===== src/rtl/board_input_conditioner.sv =====
// board_input_conditioner: board button conditioning and console reset generation
//   clk           pixel clock, single domain
//   rst_n         asynchronous active-low reset
//   btn_n_raw     raw reset button, active-low, asynchronous
//   btn_raw       raw BTN1..BTN3, active-high, asynchronous
//   ui_out        console control vector packed from debounced buttons
//   game_rst_n    registered active-low console reset (power-on delay or long press)
//   led_heartbeat toggles every HOLD_CYCLES cycles
module board_input_conditioner #(
    parameter int DEBOUNCE_CYCLES = 250000,
    parameter int HOLD_CYCLES     = 25200000,
    parameter int POR_CYCLES      = 16
) (
    input  logic       clk,
    input  logic       rst_n,
    input  logic       btn_n_raw,
    input  logic [2:0] btn_raw,
    output logic [7:0] ui_out,
    output logic       game_rst_n,
    output logic       led_heartbeat
);
    localparam int DW = $clog2(DEBOUNCE_CYCLES + 1);
    localparam int HW = $clog2(HOLD_CYCLES + 1);
    localparam int PW = $clog2(POR_CYCLES + 1);
    localparam logic [DW-1:0] DB_LAST  = DW'(DEBOUNCE_CYCLES - 1);
    localparam logic [HW-1:0] HOLD_MAX = HW'(HOLD_CYCLES);
    localparam logic [HW-1:0] HB_LAST  = HW'(HOLD_CYCLES - 1);
    localparam logic [PW-1:0] POR_MAX  = PW'(POR_CYCLES);
    // bit 0 is the active-low reset button, so its idle level is 1
    localparam logic [3:0] IDLE = 4'b0001;

    logic [3:0]          s1_q, s2_q, stable_q, stable_d;
    logic [3:0][DW-1:0]  db_q, db_d;
    logic [HW-1:0]       hold_q, hold_d, hb_q, hb_d;
    logic [PW-1:0]       por_q, por_d;
    logic                grst_q, grst_d, led_q, led_d;

    always_comb begin
        for (int i = 0; i < 4; i++) begin
            db_d[i]     = (s2_q[i] != stable_q[i] && db_q[i] != DB_LAST) ? db_q[i] + 1'b1 : '0;
            stable_d[i] = (s2_q[i] != stable_q[i] && db_q[i] == DB_LAST) ? s2_q[i] : stable_q[i];
        end
        hold_d = stable_q[0] ? '0 : (hold_q == HOLD_MAX ? hold_q : hold_q + 1'b1);
        por_d  = por_q == POR_MAX ? por_q : por_q + 1'b1;
        grst_d = (por_q == POR_MAX) && (hold_q != HOLD_MAX);
        hb_d   = hb_q == HB_LAST ? '0 : hb_q + 1'b1;
        led_d  = led_q ^ (hb_q == HB_LAST);
    end

    always_ff @(posedge clk or negedge rst_n) begin
        if (!rst_n) begin
            s1_q     <= IDLE;
            s2_q     <= IDLE;
            stable_q <= IDLE;
            db_q     <= '0;
            hold_q   <= '0;
            por_q    <= '0;
            grst_q   <= 1'b0;
            hb_q     <= '0;
            led_q    <= 1'b0;
        end else begin
            s1_q     <= {btn_raw, btn_n_raw};
            s2_q     <= s1_q;
            stable_q <= stable_d;
            db_q     <= db_d;
            hold_q   <= hold_d;
            por_q    <= por_d;
            grst_q   <= grst_d;
            hb_q     <= hb_d;
            led_q    <= led_d;
        end
    end

    // BTN2 drives both UP and LEFT, BTN3 both DOWN and RIGHT
    assign ui_out        = {1'b0, stable_q[3], stable_q[2], stable_q[3], stable_q[2], 1'b0, stable_q[1], stable_q[0]};
    assign game_rst_n    = grst_q;
    assign led_heartbeat = led_q;
endmodule

===== config.mk =====
export PLATFORM = sky130hd
export DESIGN_NAME = board_input_conditioner
export DESIGN_NICKNAME = d
export VERILOG_FILES = /design/src/rtl/board_input_conditioner.sv
export SDC_FILE = /design/constraint.sdc
export NUM_CORES = 1
export LEC_CHECK = 0
export BUFFER_PORTS_ARGS = -buffer_cell sky130_fd_sc_hd__clkbuf_2
export CORE_MARGIN = 5
export CORE_UTILIZATION = 46
export CTS_CLUSTER_SIZE = 24
export DETAILED_ROUTE_END_ITERATION = 16
export SETUP_SLACK_MARGIN = 0.1
export SLEW_MARGIN = 20
export SYNTH_ARGS = -nofsm -noshare
export SYNTH_HDL_FRONTEND = slang
export SYNTH_SLANG_ARGS = --single-unit

===== constraint.sdc =====
create_clock -name clk -period 2.95 [get_ports clk]
set_input_delay 0.295 -clock clk [delete_from_list [all_inputs] [get_ports clk]]
set_output_delay 0.295 -clock clk [all_outputs]
set_load 0.03 [all_outputs]

Word level (Yosys, flattened, before mapping) --
Index checks and enable logic that the tools add are counted. W data, S select, Z words.
Operators by class: magnitude comparators 0, multiply operators 0, div/mod/pow operators 0, reduce and logical (&&, ||, !) cells 9, equal/unequal tests 17, shift operators 0, bitwise gates (word level) 1, muxes and demuxes 7, add/sub/neg operators 7
Operators by type and width (number):
- $mux W25 | 3
- $add A18 B1 Y18 const B | 4
- $eq A18 B18 Y1 const B | 4
- $mux W18 | 4
- $ne A18 B18 Y1 const B | 4
- $add A25 B1 Y25 const B | 2
- $eq A25 B25 Y1 const B | 2
- $ne A25 B25 Y1 const B | 1
- $logic_and A1 B1 Y1 | 9
- $add A5 B1 Y5 const B | 1
- $eq A5 B5 Y1 const B | 1
- $ne A1 B1 Y1 | 4
- $ne A2 B2 Y1 const B | 1
- $xor A1 B1 Y1 | 1
Storage, ports and cells: latch bits 0, bits in registers 141, memories kept 0, output and inout bits 10, bits of input ports 6, word-level logic and storage cells 56, memory bits (read-only) 0, memory bits (writable) 0

Logic depth before layout (Yosys ltp) --
depth in word-level cells 3, depth in mapped cells 7, gate-level depth less buffers 6

Worst setup path after synthesis --
Ideal clock, no wire load.
path kind register to register, start point reg hold_q[16], end point reg hold_q[2], stages on the path, launching flop included 5, buffers on the path 0, setup time 0.125 ns, period minus slack after synthesis 2.047 ns, arrival time 1.923 ns, path slack 0.903 ns, required time 2.825 ns, cell sequence dfrtp_1 > or4_1 > or4_1 > o21ai_0 > mux2_2
On the way: word-level cells in the longest chain between the ends 2
RTL lines:
- start: declaration | RTL line 34 | logic [HW-1:0] hold_q, hold_d, hb_q, hb_d;
- start signal: assignment | RTL line 66 | hold_q <= hold_d;
- $eq A25 B25 Y1 | RTL line 43 | hold_d = stable_q[0] ? '0 : (hold_q == HOLD_MAX ? hold_q : hold_q + 1'b1);
- $ne A2 B2 Y1 (no source line)
Every way passes these cells. A chain may end at the register's enable or synchronous reset.

Worst setup path after layout --
start point reg hold_q[3], end point reg hold_q[17]
On the way: word-level cells in the longest chain between the ends 3, elaborated cells between the ends (all ways) 5, those cells by class add/sub (1); eq/ne (2); mux (2)
RTL lines (RTL line):
- $add A25 B1 Y25 | 43
- $mux W25 (2 in series) | 43
Several ways; a longest one is shown, not always the timed one. The select of a mux whose other input is x is not followed.

==> summary.md <==
| Metric | Value |
|---|---|
| Status | `finished clean` |
| Routed Wire Length | `about 13000 um` |
| F_max | `approximately 440 MHz` |
| Setup crit start kind | `register` |
| Worst path required time | `3.30 ns` |
| Ys Warns | `0` |
| Setup slack after layout | `between 0.6 and 0.7 ns` |
| Resized Gates After CTS | `0` |
| Largest net degree at the start of global routing | `between 60 and 70` |
| RSZ-0062 raised after global routing | `no` |
| Reg2reg path depth | `4` |
| Overall overflow remaining after global route | `0` |
| Count of cell types in the netlist | `43` |
| Full die area | `0.01744 mm^2` |
| Worst Setup Path Type | `reg -> reg` |
| Setup crit end kind | `register` |
| Filler cell count | `approximately 1300` |
| WL/cell | `roughly 14 um` |
| Port Buffers | `13` |
| Post-CTS Hold Buffers | `5` |
| Simple-gate portion of the synthesized area | `0.2476` |
| Router iterations before antenna repair | `4` |
| Cell area power density | `approximately 570 mW/mm^2` |
| Final Setup Violations | `0` |
| Die Span X | `roughly 130 um` |
| DP HPWL | `roughly 8700 um` |
| Worst-Margin Slew | `roughly 0.76 ns` |
| Mux contribution to synthesized area | `0.009861` |
| Sequential cell area | `approximately 0.0035 mm^2` |
| Post-CTS setup buffers | `0` |
| Fin Setup TNS | `0 ns` |
| GRT Util Overall | `0.1587` |
| Post-synthesis xor/xnor area fraction | `0.1112` |
| GP Congestion | `between 0.8 and 0.9` |
| Synthesized area | `about 0.007 mm^2` |
| Area growth syn-to-layout | `14.08%` |
| Initial antenna violation count | `0` |
| Top_reg_cell synth | `dfrtp_1` |
| ANT cells | `0` |
| Layout cells sized above 1 | `0.1127` |
| Global-route wire length before repair | `23240 um` |
| R2r startpoint | `hold_q[3]` |
| Nets | `just over 700` |
| Reg2reg end | `hold_q[17]` |
| Hold EP | `s2_q[1]` |
| Dpl ws | `about 0.7 ns` |
| Leakage power | `around 3.2 nW` |
| Final setup skew | `between 0.006 and 0.007 ns` |
| Die Height | `132.0 um` |
| Clk Tree Root Cell | `clkbuf_16` |
| Period utilization | `0.7703` |
| Period minus WS final | `2.272 ns` |
| Hold_sp | `s1_q[1]` |
| FF-to-FF setup slack | `~0.68 ns` |
| Min-delay worst type | `reg -> reg` |
| WHS Path Cells | `0` |
| Compound-Gate Fraction of Synth Area | `0.06702` |
| Crit Path Max Fanout | `12` |
| Seq/Total Area, Yosys | `0.5155` |
| Initial core utilization | `0.4696` |
| CTS buffer count | `17` |
| Initial DRC count | `273` |
| DR vias | `about 5000` |
| Final Hold Fails | `0` |
| Htree depth | `4` |
| Core area | `around 0.015 mm^2` |
| Core Util, Final | `0.5358` |
| CTS tree | `built` |
| Worst-skew pair later-pin latency | `around 0.42 ns` |
| Max Root-Sink Buffers | `2` |
| Post-route ant nets | `0` |
| Top Ports | `16` |
| # Max-Cap Violations | `0` |
| Synthesized area per cell | `10.08 um^2` |
| Mean number of vias per cell | `between 5 and 6` |
| Arrival @ worst endpoint | `between 2 and 3 ns` |
| Clk sink count | `141` |
| # rows | `44` |
| Clock-pin slew on the worst setup and hold paths | `0.06 ns` |
| EDFF count, synth | `0` |
| Synthesized netlist cell count | `680` |
| #FFs+latches synth | `~140` |
| Synth Area in Adders | `0.01644` |
| Max-slew violation count | `0` |
| # DRC | `0` |
| Asr flop ratio synth | `1.000` |
| Main combinational cell family by area after synthesis | `simple AND/OR/NAND/NOR gates` |
| Rel. slew slack | `0.4848` |
| Vias in the first global route | `4956` |
| Peak supply drop | `roughly 0.49 mV` |
| Area of the multi-input gates | `just over 0.003 mm^2` |
[per-layer routing]
layer	GRT usage	share of wire	vias to the layer above
met3	0.04771	0.034	9
met1	0.2109	0.48	2409
li1	-	-	2467
met5	0	0	-
met2	0.2476	0.48	68
met4	0.05600	0.0076	0
[flip-flops by register name (all words and copies together), names as in the netlist]
signal / flops
db_q: 72
led_heartbeat: 1
s1_q: 4
hb_q: 25
stable_q: 4
por_q: 5
game_rst_n: 1
s2_q: 4
hold_q: 25
[placed cells by master, fill, tap and decap left out, types with 23 or more instances in the layout]
master   synthesis  final
nand2_1         49     49
nand4_1         29     29
inv_1           23     23
nor4_1          24     24
nor3_1          25     25
xnor2_1         43     43
nand3_1         40     40
xor2_1          44     44
a21oi_1         31     31
nor2_1          79     79
dfrtp_1        138    138
[worst max path at each step]
| stage | depth (start not counted) | end | slack (ns) | startpoint |
|---|---|---|---|---|
| 2_1_floorplan | 4 | hold_q[2] | 0.90 | hold_q[16] |
| 3_3_place_gp | 4 | hold_q[17] | 0.80 | hold_q[3] |
| 3_5_place_dp | 4 | hold_q[17] | 0.68 | hold_q[3] |
| 4_1_cts | 4 | hold_q[17] | 0.69 | hold_q[3] |
| 5_1_grt | 4 | hold_q[17] | 0.52 | hold_q[3] |
| 6_report | 4 | hold_q[17] | 0.68 | hold_q[3] |
[critical path: stages, from the launching register on]
cell and delay, ns:
dfrtp_1 0.44, nand4_1 0.40, or4_4 0.68, or4_1 0.52, a21oi_1 0.16
[per-stage QoR]
stage | hold WS, ns | total power (W) | cell area, um^2 | std cells
6_report | 0.3410 | 0.004433 | 7816 | 903
5_1_grt | 0.3602 | 0.004617 | 7816 | 903
4_1_cts | 0.3443 | 0.004510 | 7816 | 903
3_5_place_dp | 0.3331 | 0.002111 | 7108 | 866
3_3_place_gp | 0.3254 | 0.002107 | 7108 | 866
2_1_floorplan | -0.0005911 | 0.002048 | 6855 | 681
[area by class of cell]
class	instances	share of cell area
clock buffers	22	0.06067
repair buffers	29	0.02609
flip-flops and latches	141	0.4519
well taps	184	0.02945
multi-input cells	494	0.3973
inverters	23	0.01105
clock inverters	10	0.02353
[cell usage after synthesis (2+ instances only)]
cell type | n | area (um^2)
a21oi_1 | 31 | 155.2
a31o_2 | 2 | 17.52
and2_1 | 5 | 31.28
and3_1 | 3 | 18.77
and4_1 | 15 | 131.4
buf_4 | 5 | 37.54
buf_6 | 2 | 22.52
clkbuf_1 | 14 | 52.55
dfrtp_1 | 138 | 3453
dfstp_2 | 3 | 78.83
ha_1 | 9 | 112.6
inv_1 | 23 | 86.33
mux2_2 | 6 | 67.56
nand2_1 | 49 | 183.9
nand3_1 | 40 | 200.2
nand3b_1 | 3 | 22.52
nand4_1 | 29 | 181.4
nor2_1 | 79 | 296.5
nor2b_1 | 2 | 12.51
nor3_1 | 25 | 125.1
nor4_1 | 24 | 150.1
nor4b_1 | 4 | 35.03
nor4bb_1 | 2 | 20.02
o21a_1 | 2 | 15.01
o21ai_0 | 16 | 80.08
o21ba_2 | 2 | 20.02
o31ai_1 | 12 | 90.09
o41ai_2 | 4 | 65.06
or2_2 | 4 | 25.02
or3_1 | 11 | 68.82
or3_2 | 3 | 22.52
or4_1 | 17 | 127.6
xnor2_1 | 43 | 376.6
xor2_1 | 44 | 385.4
[power by group]
part	switching, W	total (W)	internal [W]
combinational	0.0000741	0.000107	0.0000324
clock	0.000789	0.00236	0.00157
sequential	0.0000161	0.00197	0.00196
[cell families after synthesis]
group,count (synthesis)
other,1
adder cells (fa/ha/maj),9
buffers and inverters,46
XOR/XNOR,87
flip-flops,141
AND/OR/NAND/NOR,319
AO/OA/AOI/OAI,71
multiplexers,6
Note: power is estimated with default switching activity, not from simulation.
